===== config.mk =====
export PLATFORM = sky130hd
export DESIGN_NAME = cache_fill_arbiter
export DESIGN_NICKNAME = d
export VERILOG_FILES = /design/src/rtl/cache_fill_arbiter_pkg.sv /design/src/rtl/cache_fill_arbiter_fill_counter.sv /design/src/rtl/cache_fill_arbiter.sv
export SDC_FILE = /design/constraint.sdc
export NUM_CORES = 1
export LEC_CHECK = 0
export ABC_CLOCK_PERIOD_IN_PS = 1750
export CORE_MARGIN = 1
export CORE_UTILIZATION = 33
export CTS_CLUSTER_SIZE = 16
export DETAILED_ROUTE_END_ITERATION = 8
export GPL_ROUTABILITY_DRIVEN = 1
export PLACE_DENSITY = 0.78
export REMOVE_ABC_BUFFERS = 1
export SYNTH_ARGS = -nofsm -noshare
export SYNTH_HDL_FRONTEND = slang
export SYNTH_HIERARCHICAL = 1
export SYNTH_SLANG_ARGS = --single-unit

===== constraint.sdc =====
create_clock -name clk -period 1.75 [get_ports clk]
set_input_delay 0.35 -clock clk [delete_from_list [all_inputs] [get_ports clk]]
set_output_delay 0.35 -clock clk [all_outputs]
set_load 0.01 [all_outputs]

===== src/rtl/cache_fill_arbiter_pkg.sv =====
// Shared definitions for the cache refill arbiter.
//   fill_state_e : arbiter FSM states (IDLE / FILL / TAG)
//   owner_e      : which cache currently owns the memory port
//   WORDS        : 16-bit words per 16-byte block
//   BLOCK_OFFSET_BITS : byte-offset bits stripped to form the block base
package cache_fill_arbiter_pkg;

    localparam int WORDS             = 8;
    localparam int BLOCK_OFFSET_BITS = 4;
    localparam int CNT_W             = 4;

    typedef enum logic [1:0] {
        IDLE = 2'd0,
        FILL = 2'd1,
        TAG  = 2'd2
    } fill_state_e;

    typedef enum logic {
        OWN_I = 1'b0,
        OWN_D = 1'b1
    } owner_e;

    // Clears the byte offset so the address points at the first word of its block.
    function automatic logic [15:0] block_base(input logic [15:0] addr);
        return addr & ~16'((1 << BLOCK_OFFSET_BITS) - 1);
    endfunction

endpackage


===== src/rtl/cache_fill_arbiter_fill_counter.sv =====
// Beat counter used for both issued reads and received words.
//   clk, rst : core clock, async active-low reset
//   clr      : synchronous clear (wins over inc)
//   inc      : increment request; ignored once the terminal count is reached
//   cnt      : current count, 0..WORDS
//   done     : high when cnt == WORDS
module fill_counter
    import cache_fill_arbiter_pkg::*;
(
    input  logic             clk,
    input  logic             rst,
    input  logic             clr,
    input  logic             inc,
    output logic [CNT_W-1:0] cnt,
    output logic             done
);

    logic [CNT_W-1:0] cnt_q;
    logic [CNT_W-1:0] cnt_d;

    assign done = (cnt_q == CNT_W'(WORDS));
    assign cnt  = cnt_q;

    always_comb begin
        cnt_d = cnt_q;
        if (clr) begin
            cnt_d = '0;
        end else if (inc && !done) begin
            cnt_d = cnt_q + CNT_W'(1);
        end
    end

    always_ff @(posedge clk or negedge rst) begin
        if (!rst) begin
            cnt_q <= '0;
        end else begin
            cnt_q <= cnt_d;
        end
    end

endmodule


===== src/rtl/cache_fill_arbiter.sv =====
// Refill arbiter between the I-/D-cache controllers and a shared pipelined
// main memory. Grants one cache on a miss (D has fixed priority), issues
// eight word reads, steers each returned word into the owner's data array,
// then writes the owner's tag/valid entry.
//
//   clk, rst                     : core clock, async active-low reset
//   I_Miss/I_Address, D_Miss/D_Address : miss requests from the caches
//   Mem_Data_In, Mem_Data_Valid  : returned read beats
//   Mem_Enable, Mem_Address      : read requests to memory
//   Fill_Data, Fill_Word_Num, Fill_Address : data-array write payload
//   *_Write_Data_Array, *_Write_Tag_Array  : per-cache write strobes
//   I_Stall, D_Stall, Busy       : pipeline hold / arbiter activity
//
// state | meaning
// IDLE  | no fill in progress; sample misses and grant
// FILL  | issue 8 reads, write each returned beat into the owner's data array
// TAG   | one-cycle tag/valid write for the owner
module cache_fill_arbiter
    import cache_fill_arbiter_pkg::*;
#(
    parameter int WORDS = cache_fill_arbiter_pkg::WORDS
) (
    input  logic        clk,
    input  logic        rst,
    input  logic        I_Miss,
    input  logic [15:0] I_Address,
    input  logic        D_Miss,
    input  logic [15:0] D_Address,
    input  logic [15:0] Mem_Data_In,
    input  logic        Mem_Data_Valid,
    output logic        Mem_Enable,
    output logic [15:0] Mem_Address,
    output logic [15:0] Fill_Data,
    output logic [2:0]  Fill_Word_Num,
    output logic [15:0] Fill_Address,
    output logic        I_Write_Data_Array,
    output logic        I_Write_Tag_Array,
    output logic        D_Write_Data_Array,
    output logic        D_Write_Tag_Array,
    output logic        I_Stall,
    output logic        D_Stall,
    output logic        Busy
);

    fill_state_e      state_q, state_d;
    owner_e           owner_q, owner_d;
    logic [15:0]      base_q, base_d;

    logic [CNT_W-1:0] iss_cnt, rcv_cnt;
    logic             iss_done, rcv_done;
    logic             cnt_clr, iss_inc, rcv_inc;

    // Counters are held at zero whenever idle, so a grant always starts clean.
    assign cnt_clr = (state_q == IDLE);
    assign iss_inc = (state_q == FILL) && !iss_done;
    assign rcv_inc = (state_q == FILL) && Mem_Data_Valid && !rcv_done;

    fill_counter u_iss (
        .clk  (clk),
        .rst  (rst),
        .clr  (cnt_clr),
        .inc  (iss_inc),
        .cnt  (iss_cnt),
        .done (iss_done)
    );

    fill_counter u_rcv (
        .clk  (clk),
        .rst  (rst),
        .clr  (cnt_clr),
        .inc  (rcv_inc),
        .cnt  (rcv_cnt),
        .done (rcv_done)
    );

    always_comb begin
        state_d = state_q;
        owner_d = owner_q;
        base_d  = base_q;
        unique case (state_q)
            IDLE: begin
                if (D_Miss) begin
                    owner_d = OWN_D;
                    base_d  = block_base(D_Address);
                    state_d = FILL;
                end else if (I_Miss) begin
                    owner_d = OWN_I;
                    base_d  = block_base(I_Address);
                    state_d = FILL;
                end
            end
            FILL: begin
                // Leave on the cycle the last beat is written, so TAG follows it directly.
                if (rcv_inc && (rcv_cnt == CNT_W'(WORDS - 1))) begin
                    state_d = TAG;
                end
            end
            TAG:     state_d = IDLE;
            default: state_d = IDLE;
        endcase
    end

    always_ff @(posedge clk or negedge rst) begin
        if (!rst) begin
            state_q <= IDLE;
            owner_q <= OWN_I;
            base_q  <= '0;
        end else begin
            state_q <= state_d;
            owner_q <= owner_d;
            base_q  <= base_d;
        end
    end

    assign Busy          = (state_q != IDLE);
    assign Mem_Enable    = iss_inc;
    assign Mem_Address   = iss_inc ? (base_q + 16'({iss_cnt, 1'b0})) : '0;
    assign Fill_Data     = Mem_Data_In;
    assign Fill_Word_Num = rcv_cnt[2:0];
    assign Fill_Address  = base_q;

    assign I_Write_Data_Array = rcv_inc && (owner_q == OWN_I);
    assign D_Write_Data_Array = rcv_inc && (owner_q == OWN_D);
    assign I_Write_Tag_Array  = (state_q == TAG) && (owner_q == OWN_I);
    assign D_Write_Tag_Array  = (state_q == TAG) && (owner_q == OWN_D);

    assign I_Stall = I_Miss || (Busy && (owner_q == OWN_I));
    assign D_Stall = D_Miss || (Busy && (owner_q == OWN_D));

endmodule


==> impl_metrics.ini <==
[critical_path]
reg2reg_depth = 11
crit_slowest_cell = or4_1
arrival_ns = 1.75
critical_path.endpoint_type = primary output
crit_type = reg2out
path_max_fanout = 5
slowest_delay_ns = 0.52
crit_chain = ha_4 > nand4_4 > or4_1 > a21oi_2 > buf_2
rr_startpoint = u_iss/cnt[3]
path_delay_family = simple AND/OR/NAND/NOR gates
cp.required_ns = 1.40
cp_num_buf_inv = 1
worst-r2r-setup-slack_ns = -0.20
r2r_end = u_iss/cnt[2]
cp-start-kind = flop

[sta]
period_needed_ns = 2.10
slew_violations = 0
fmax_ghz = 0.476
finalSetupViolCount = 21
rsz0062_at_grt = true
fin_crit_sh_pct = 120
hold_viol_final = 0
final.setup_skew_ns = 0.0111
worst_slack_ns = -0.352
worst_hold_slack_ns = 0.425

[cts]
postCtsHoldBufs = 0
h-tree-depth = 1
clock-root-buffer = clkbuf_8
cts_tree = built
numCtsBuffers = 3
clk_latency_ns = 0.27
path_clk_slew_ns = 0.09
clockBufferDepth = 2
clock-sinks = 23

[status]
violations = setup timing
status = finished with violations

[logic_synthesis]
syn_area_per_cell_sq_um = 9.64
synth_seq_cells = 23
synth_compound_gate_area_share_pct = 8.60
synth.most_common_cell = dfrtp_1
synth_area_leaders = dfrtp_1 34%, buf_4 9.6%, mux2_2 8.5%
muxShareOfSynthArea_pct = 18.4
yosysTopAreaCell = dfrtp_1
synth-seq-area-share_pct = 33.5
synth_top_family_by_area = simple AND/OR/NAND/NOR gates
async_flop_share_pct = 100
synth_area_sq_um = 1720
synthCells = 178
synthAdderAreaFrac_pct = 4.37
synth_ff_type = dfrtp_1
ys_types = 40
synth_simple_gate_area_share_pct = 19.5
synth.top_cells.by_count = 23 x dfrtp_1, 22 x buf_4, 13 x mux2_2, 13 x nor2_1, 10 x nand2_1
synth_xor_area_share_pct = 3.06
ys_warn_count = 6
synth-edff-count = 0
yosysTopAreaCellShare_pct = 33.5

[worst_hold_path]
hp-class = in2async

[power]
p_sw_uw = 1990
pwr-share-comb_pct = 71.8
power_frac_clock_pct = 6.8
ir_drop_uv = 856
swShare_pct = 39.3
p_int_uw = 3080
power.static_leakage_uw = 0.00143
seq_power_share_pct = 21.4
powerDensity_nw_per_um2 = 1660

[die]
rows = 25
chipHeight_microns = 74.1
initial_core_util_pct = 35.4
dieArea_sq_um = 5490
die_x_microns = 74.1
ios = 112
coreArea_sq_um = 4850

[layout]
postLayoutCoreUtil_pct = 62.9
drive_gt1_share_pct = 50.8
diodes = 0
fin_nets = 355
area_delta_synth_final_pct = 77.6

[route]
drt_iter0_markers = 75
drtAntennaViolNets = 0
dr_total_vias = 1707
drcViolationCount = 0
wl_microns = 5340
vias_per_cell = 4.72
dr.pass1.iters = 4
wl_per_cell_microns = 14.8

[global_route]
grt_use_total_pct = 19.1
grt_pass1_vias = 1623
grt_max_degree = 24
grt_antenna_before_repair = 0
grt_first_pass_wirelength_microns = 7850
grt.overflow.total = 0

[placed_design]
portBuffers = 66
gp_congestion = 0.796
dpl.hpwl_microns = 3550

[flow_run]
max_cap_viol_count = 0
through the flow:
stage | std cells | power [uW] | worst slack, ns | cell area, sq um | TNS, ns
floorplan | 157 | 2280 | -0.139 | 1550 | -0.718
global placement | 337 | 4100 | -0.496 | 2680 | -9.10
detailed placement | 337 | 4170 | -0.527 | 2680 | -9.82
CTS | 358 | 4790 | -0.393 | 2900 | -4.92
global route | 362 | 5420 | -0.454 | 3050 | -6.26
finish | 362 | 5080 | -0.352 | 3050 | -4.34
how the worst max path moves through the flow:
stage | startpoint | endpoint | slack, ns | cells after the start
final | u_iss/cnt[3] | Mem_Address[14] | -0.35 | 5
after global routing | u_iss/cnt[3] | Mem_Address[14] | -0.45 | 5
after CTS | u_iss/cnt[3] | Mem_Address[15] | -0.39 | 5
after detailed placement | u_iss/cnt[3] | Mem_Address[15] | -0.53 | 5
after global placement | Fill_Address[4] | Mem_Address[15] | -0.50 | 5
after floorplan | Fill_Address[4] | Mem_Address[15] | -0.14 | 4
kinds of logic after synthesis:
| logic type | after synthesis |
|---|---|
| and+or+nand+nor | 57 |
| buffers and inverters | 34 |
| muxes | 28 |
| AOI/OAI and AO/OA | 23 |
| DFF | 23 |
| adders and majority gates | 6 |
| xor gates and xnor gates | 6 |
| other | 1 |
state kept, by name, indices dropped and copies added, names as in the netlist:
name and cells:
u_iss/cnt 4, state_q 2, Fill_Address 12, owner_q 1
u_rcv/cnt 4
final cells by class:
class / instances / area [sq um]
Clock buffer: 3 / 41.3
Timing Repair Buffer: 134 / 1190
Tap cell: 67 / 83.8
Inverter: 9 / 38.8
Sequential cell: 23 / 584
Multi-Input combinational cell: 125 / 1100
Fill cell: 389 / 1800
Clock inverter: 1 / 7.51
metal layers:
| layer | up-vias | share of wire, % | track usage, % |
|---|---|---|---|
| li1 | 824 | - | - |
| met3 | 2 | 7.7 | 5.83 |
| met4 | 0 | 0.26 | 3.85 |
| met1 | 814 | 41 | 23.6 |
| met5 | - | 0 | 0 |
| met2 | 67 | 51 | 32.7 |
cells in the final DEF (no fill, tap or decap), types with 2 or more instances in the layout:
cell,n
a21oi_2,7
and2_1,5
buf_12,4
buf_2,17
buf_4,53
buf_6,14
clkbuf_8,3
clkdlybuf4s50_1,38
conb_1,5
dfrtp_1,16
dfrtp_2,7
dlygate4sd2_1,3
dlymetal6s2s_1,5
ha_1,2
ha_4,4
inv_1,3
inv_2,5
mux2_1,7
mux2_2,13
mux2_4,2
mux2i_1,6
nand2_1,7
nand2_4,2
nand2b_1,5
nand3_1,2
nand4_1,3
nand4_4,2
nor2_1,9
nor2_2,4
o21a_1,4
o21ai_0,3
o31ai_1,3
or2_4,2
or3_1,2
or3b_1,2
or4_4,3
xnor2_1,2
xor2_1,4
what timing repair did:
item                                    4_1_cts  5_1_grt
endpoints found under the hold margin         0        0
gates resized for setup                     117       36
buffers inserted                             18        8
cloned                                        0        0
pin swaps                                    13       20
endpoints found under the setup margin       27       41
power groups by stage:
stage | registers [uW] | clock network, uW | logic (uW)
after detailed placement | 1010 | 0 | 3160
after CTS | 1060 | 358 | 3370
after global routing | 1120 | 386 | 3920
after global placement | 996 | 0 | 3110
final | 1090 | 343 | 3650
after floorplan | 1160 | 0 | 1120
No activity file was read; power rests on OpenSTA's default activity.
